### src/rtl/wb_arb_pkg.sv
// Shared constants for the register-file write-back arbiter.
// Holds the default widths and requester count, plus the requester index map.
// Requester order: INTE/LOGIC, SHIFT, LOAD (LOAD is always the highest index).
package wb_arb_pkg;

    localparam int WB_N_REQ  = 3;
    localparam int WB_W_REG  = 4;
    localparam int WB_W_DATA = 32;

    localparam int REQ_INTE  = 0;
    localparam int REQ_SHIFT = 1;
    localparam int REQ_LD    = 2;

endpackage

### src/rtl/rr_arbiter.sv
// Round-robin grant picker: first valid request at or above ptr, wrapping modulo N.
// Latency: purely combinational, no state.
// Backpressure: none; a request is simply not granted while another wins.
// Ports: req (request vector), ptr (scan start), gnt (one-hot grant),
//        idx (index of the grant), any (a grant was made).
module rr_arbiter
    import wb_arb_pkg::*;
#(
    parameter int N     = WB_N_REQ,
    parameter int W_IDX = $clog2(N)
) (
    input  logic [N-1:0]     req,
    input  logic [W_IDX-1:0] ptr,
    output logic [N-1:0]     gnt,
    output logic [W_IDX-1:0] idx,
    output logic             any
);

    int best;
    int best_d;
    int d;

    // Each request's distance from ptr in scan order; the nearest valid one wins.
    // Indexing stays constant per loop iteration so no variable bit-selects are needed.
    always_comb begin
        best   = 0;
        best_d = N;
        d      = 0;
        for (int i = 0; i < N; i++) begin
            d = (i + 2 * N - int'(ptr)) % N;
            if (req[i] && (d < best_d)) begin
                best_d = d;
                best   = i;
            end
        end
        any = (best_d < N);
        idx = best[W_IDX-1:0];
        gnt = '0;
        for (int i = 0; i < N; i++) begin
            gnt[i] = any && (best == i);
        end
    end

endmodule

### src/rtl/wb_arbiter.sv
// Arbitrates the single register-file write-back port between the execution units.
// Latency: grant is combinational; the winning write appears on wb_* one cycle later.
// Backpressure: losers see req_ready_o=0 and hold; busy_o flags any valid loser.
// Ports: clk, rst (sync, active-high); req_valid_i/req_addr_i/req_data_i and
//        req_ready_o per requester; wb_o/wb_r_o/wb_data_o to the register file; busy_o.
// Build option: WB_ARB_LOAD_PRIO_EN makes LOAD (highest index) win whenever valid.
module wb_arbiter
    import wb_arb_pkg::*;
#(
    parameter int N_REQ  = WB_N_REQ,
    parameter int W_REG  = WB_W_REG,
    parameter int W_DATA = WB_W_DATA
) (
    input  logic                      clk,
    input  logic                      rst,
    input  logic [N_REQ-1:0]          req_valid_i,
    input  logic [N_REQ*W_REG-1:0]    req_addr_i,
    input  logic [N_REQ*W_DATA-1:0]   req_data_i,
    output logic [N_REQ-1:0]          req_ready_o,
    output logic                      wb_o,
    output logic [W_REG-1:0]          wb_r_o,
    output logic [W_DATA-1:0]         wb_data_o,
    output logic                      busy_o
);

    localparam int W_IDX = $clog2(N_REQ);

    logic [W_IDX-1:0]  rr_ptr;
    logic [W_IDX-1:0]  rr_idx;
    logic [W_IDX-1:0]  win_idx;
    logic [W_IDX-1:0]  ptr_nxt;
    logic [N_REQ-1:0]  rr_req;
    logic [N_REQ-1:0]  rr_gnt;
    logic [N_REQ-1:0]  gnt;
    logic              rr_any;
    logic              win_any;
    logic              ptr_upd;
    logic [W_REG-1:0]  sel_addr;
    logic [W_DATA-1:0] sel_data;

`ifdef WB_ARB_LOAD_PRIO_EN
    localparam int LD = N_REQ - 1;
    // LOAD is removed from the rotation; the others share the round-robin pointer.
    assign rr_req = req_valid_i & ~(N_REQ'(1) << LD);
`else
    assign rr_req = req_valid_i;
`endif

    rr_arbiter #(
        .N     (N_REQ),
        .W_IDX (W_IDX)
    ) u_rr (
        .req (rr_req),
        .ptr (rr_ptr),
        .gnt (rr_gnt),
        .idx (rr_idx),
        .any (rr_any)
    );

    always_comb begin
        gnt     = rr_gnt;
        win_idx = rr_idx;
        win_any = rr_any;
        ptr_upd = rr_any;
`ifdef WB_ARB_LOAD_PRIO_EN
        // A LOAD grant leaves the pointer alone so the others resume where they were.
        if (req_valid_i[LD]) begin
            gnt      = '0;
            gnt[LD]  = 1'b1;
            win_idx  = W_IDX'(LD);
            win_any  = 1'b1;
            ptr_upd  = 1'b0;
        end
`endif
        // Nothing is granted during reset; requesters keep valid and retry afterwards.
        if (rst) begin
            gnt     = '0;
            win_any = 1'b0;
            ptr_upd = 1'b0;
        end
    end

    assign req_ready_o = gnt;
    assign busy_o      = ~rst & (|(req_valid_i & ~gnt));
    assign ptr_nxt     = (win_idx == W_IDX'(N_REQ - 1)) ? '0 : win_idx + W_IDX'(1);

    always_comb begin
        sel_addr = '0;
        sel_data = '0;
        for (int i = 0; i < N_REQ; i++) begin
            if (gnt[i]) begin
                sel_addr = req_addr_i[i*W_REG +: W_REG];
                sel_data = req_data_i[i*W_DATA +: W_DATA];
            end
        end
    end

    // Address/data hold their last value on idle cycles; only wb_o drops.
    always_ff @(posedge clk) begin
        if (rst) begin
            wb_o      <= 1'b0;
            wb_r_o    <= '0;
            wb_data_o <= '0;
            rr_ptr    <= '0;
        end else begin
            wb_o <= win_any;
            if (win_any) begin
                wb_r_o    <= sel_addr;
                wb_data_o <= sel_data;
            end
            if (ptr_upd) begin
                rr_ptr <= ptr_nxt;
            end
        end
    end

endmodule
### config.mk
export PLATFORM = sky130hd
export DESIGN_NAME = wb_arbiter
export DESIGN_NICKNAME = d
export VERILOG_FILES = /design/src/rtl/wb_arb_pkg.sv /design/src/rtl/rr_arbiter.sv /design/src/rtl/wb_arbiter.sv
export SDC_FILE = /design/constraint.sdc
export NUM_CORES = 1
export LEC_CHECK = 0
export ABC_AREA = 1
export ABC_CLOCK_PERIOD_IN_PS = 13800
export BUFFER_PORTS_ARGS = -buffer_cell sky130_fd_sc_hd__buf_4
export CAP_MARGIN = 30
export CORE_AREA = 2 2 95 97
export CTS_CLUSTER_DIAMETER = 100
export DETAILED_ROUTE_END_ITERATION = 16
export DIE_AREA = 0 0 97 99
export PLACE_DENSITY = 0.71
export RECOVER_POWER = 50
export SLEW_MARGIN = 20
export SYNTH_ARGS = -nofsm -noshare
export SYNTH_HDL_FRONTEND = slang
export SYNTH_HIERARCHICAL = 1
export SYNTH_SLANG_ARGS = --single-unit
### constraint.sdc
create_clock -name clk -period 13.8 [get_ports clk]
set_input_delay 1.38 -clock clk [delete_from_list [all_inputs] [get_ports clk]]
set_output_delay 1.38 -clock clk [all_outputs]
set_load 0.05 [all_outputs]
==> metrics.log <==
[metrics] worst min-delay path class: register to register
[metrics] via-per-instance ratio: 4.85
[metrics] number of antenna violations at the first check in global routing: 0
[metrics] start of the worst register-to-register path: rr_ptr[1]
[metrics] instance count after placement with tap cells included: 834
[metrics] fraction of the yosys area taken by sequential cells: 0.227
[metrics] combinational fraction of design power: 0.738
[metrics] GR Overflow Total: 0
[metrics] uppermost metal layer occupied by signal nets: met4
[metrics] met3 routed wirelength: 757 um
[metrics] Max-cap violations: 0
[metrics] clock transition at the register clock pins on the worst setup and hold paths after CTS: 0.08 ns
[metrics] Setup crit start: req_valid_i[0]
[metrics] pre-CTS worst setup slack: 6.04 ns
[metrics] FF+latch count, synth: 39
[metrics] area overhead of the layout relative to synthesis: 33.2%
[metrics] setup slack after layout: 5.96 ns
[metrics] fraction of the cycle the final worst path needs: 0.568
[metrics] Final Core Density: 0.535
[metrics] leading post-synthesis cells by instance count: nand2_1 (180), inv_1 (105), a21oi_1 (81)
[metrics] Lkg Pwr: 2.52 nW
[metrics] global-route wire length before repair: 17.2 mm
[metrics] Critical Path AT: 6.46 ns
[metrics] # DRC: 0
[metrics] routed wire length: 10.5 mm
[metrics] final instance count without filler cells: 842
[metrics] overall die area: 9600 sq um
[metrics] number of antenna cells inserted: 0
[metrics] number of buffers created by CTS: 5
[metrics] post-cts gate resize count: 0
[metrics] number of port buffers: 153
[metrics] TritonCTS clock tree: yes
[metrics] Avg WL per Cell: 12.5 um
[metrics] class of the most critical setup path: input port to output pin
[metrics] vias in the first global route: 3898
[metrics] number of sinks handled by clock tree synthesis: 39
[metrics] maximum resistive drop on vdd: 0.115 mV
[metrics] share of flip-flops with an asynchronous set or reset after synthesis: 0
[metrics] synthesized instance count: 597
[metrics] largest net degree at the start of global routing: 42
[metrics] Antenna Violating Nets Remaining: 0
[metrics] beginning of the worst hold path: wb_data_o[27]
[metrics] met2 WL post-DR: 5.15 mm
[metrics] clock power share: 0.100
[metrics] worst-path maximum fanout: 38
[metrics] core footprint: 8550 sq um
[metrics] Tmin final: 7.84 ns
[metrics] Worst Reg2Reg Path Length in Cells: 35
[metrics] proportion of netlist area held by the largest area contributor: 0.227
[metrics] hold-fix buffers at CTS: 0
[metrics] share of total power consumed by net switching: 0.586
[metrics] switching power summed over all nets: 0.606 mW
[metrics] nature of the critical path endpoint: output pin
[metrics] first-pass iteration count of the detailed router: 4
[metrics] # Post-CTS Setup Buffers: 0
[metrics] mean instance size in the synthesized netlist: 5.76 sq um
[metrics] Synth cell types: 31
[metrics] deepest level of the CTS H-tree: 2
[metrics] DR iter-0 viols: 167
[metrics] cell internal power dissipation: 0.427 mW
[metrics] Clk Tree Root Cell: clkbuf_8
[metrics] Final Hold Slack: 0.467 ns
[metrics] global placer's final weighted congestion: 0.876
[metrics] most frequent cell after synthesis: nand2_1
[metrics] biggest cell delay along the critical path: 0.59 ns
[metrics] cell area after placement: 4600 sq um
[metrics] Yosys top cell by area: dfxtp_1
[metrics] worst relative slew slack: 0.187
[metrics] termination of the worst setup path: busy_o
[metrics] Final Hold Viols: 0
[metrics] Total Negative Setup Slacks: 0 ns
[metrics] power density of the placed cells: 226 nW/um^2
[metrics] unrepaired setup endpoints after global routing: false
[metrics] Startpoint Class: input port
[metrics] commonest register cell after synthesis: dfxtp_1
[metrics] Most Frequent Cell on Critical Path: nand2_1
[metrics] number of warnings printed during yosys synthesis: 6
[metrics] post-synthesis instance area: 3440 sq um
[metrics] WP data required: 12.42 ns
[metrics] final max-slew violation count: 0
[metrics] Final Setup Violations: 0
[metrics] transition time at the pin with the least slew margin: 1.22 ns
[metrics] Core Rows: 34
[metrics] Initial Utilization: 0.402
[metrics] Power Total: 1.03 mW
[metrics] Max Clock Skew: 0.00444 ns
[metrics] vertical extent of the die: 99 um
[metrics] Max Root-Sink Buffers: 2
[metrics] cell types with the largest area share after synthesis: dfxtp_1 (23%), nand2_1 (20%), a21oi_1 (12%)
[metrics] num ports: 154
[metrics] endpoint of the most critical register-to-register path: wb_data_o[19]
[metrics] run status: completed
[metrics] flop-to-flop setup slack: 7.72 ns
[metrics] sequential cell fraction of total power: 0.162
[metrics] total via count in the routed design: 4087
[metrics] number of nets in the layout: 871
[metrics] clock latency on the worst-skew pair: 0.29 ns
[metrics] global-route total usage across every layer: 0.214
[metrics] metal1 wirelength: 4.36 mm
[metrics] number of enable flip-flop cells after synthesis: 0
[metrics] CP max stage cell: nand2_2
[metrics] proportion of layout cells with a drive suffix above 1: 0.203
[metrics] Max Clock Freq: 0.128 GHz
[metrics] post-route standard cell area excluding fillers: 4580 sq um
[metrics] final HPWL from detailed placement: 8.03 mm
[metrics] chip width: 97 um
==> worst max-delay path: cells and delay by family <==
family / cells / cell delay, ns
AOI/OAI and AO/OA: 8 / 1.32
adders and majority gates: 2 / 0.68
buffers and inverters: 6 / 1.08
and+or+nand+nor: 17 / 1.96
==> state kept, by name, summed over array words and instances, names as in the netlist <==
| signal | flops |
|---|---|
| wb_o | 1 |
| wb_data_o | 32 |
| rr_ptr | 2 |
| wb_r_o | 4 |
==> layout by cell type, fill, tap and decap left out <==
cell	instances
a221oi_1	1
inv_1	106
dfxtp_1	39
a2111oi_0	1
bufinv_16	1
nor2_4	2
a211oi_1	2
nand4_1	2
nand3_2	2
o21ai_1	1
nor2_2	2
conb_1	4
o21a_1	2
nor2_1	40
a21oi_2	1
inv_6	1
nand2_2	10
nor3_1	1
clkbuf_1	37
buf_4	117
nand2_4	1
inv_4	1
nand3_1	53
o31ai_1	1
a21oi_1	81
o21ai_0	7
inv_2	4
o211a_1	1
ha_1	25
nand2_1	181
buf_8	1
clkbuf_8	6
==> cell families (layout without fill, tap and decap cells) <==
logic type                 count (synthesis)  count (layout)  synth area share
and+or+nand+nor                          294             294             0.363
AOI/OAI and AO/OA                         98              98             0.151
adders and majority gates                 25              25            0.0910
buffers and inverters                    140             274             0.166
other                                      1               4           0.00109
DFF                                       39              39             0.227
==> routing by layer <==
layer | vias to the layer above | GRT usage
met5 | - | 0
met4 | 0 | 0.0683
met3 | 22 | 0.0525
met2 | 157 | 0.377
met1 | 1793 | 0.256
li1 | 2115 | -
==> power groups by stage <==
stage	registers, mW	clock network (mW)	logic (mW)
global route	0.171	0.112	0.853
global placement	0.170	0	0.771
CTS	0.168	0.106	0.796
detailed placement	0.170	0	0.793
floorplan	0.276	0	0.504
finish	0.167	0.103	0.762
==> worst min-delay path by stage <==
stage | endpoint | slack, ns | depth (start not counted)
2_1_floorplan | rr_ptr[0] | 0.55 | 1
3_3_place_gp | wb_data_o[6] | 0.45 | 2
3_5_place_dp | wb_data_o[27] | 0.46 | 2
4_1_cts | wb_data_o[27] | 0.47 | 2
5_1_grt | wb_r_o[0] | 0.49 | 2
6_report | wb_data_o[27] | 0.47 | 2
==> final cells by class <==
class	instances	area (sq um)
flip-flops and latches	39	781
well taps	108	135
repair buffers	155	1030
multi-input cells	421	2090
inverters	111	419
clock buffers	6	82.6
fillers	907	3970
clock inverters	2	38.8
Power figures use the tool's default switching activity.
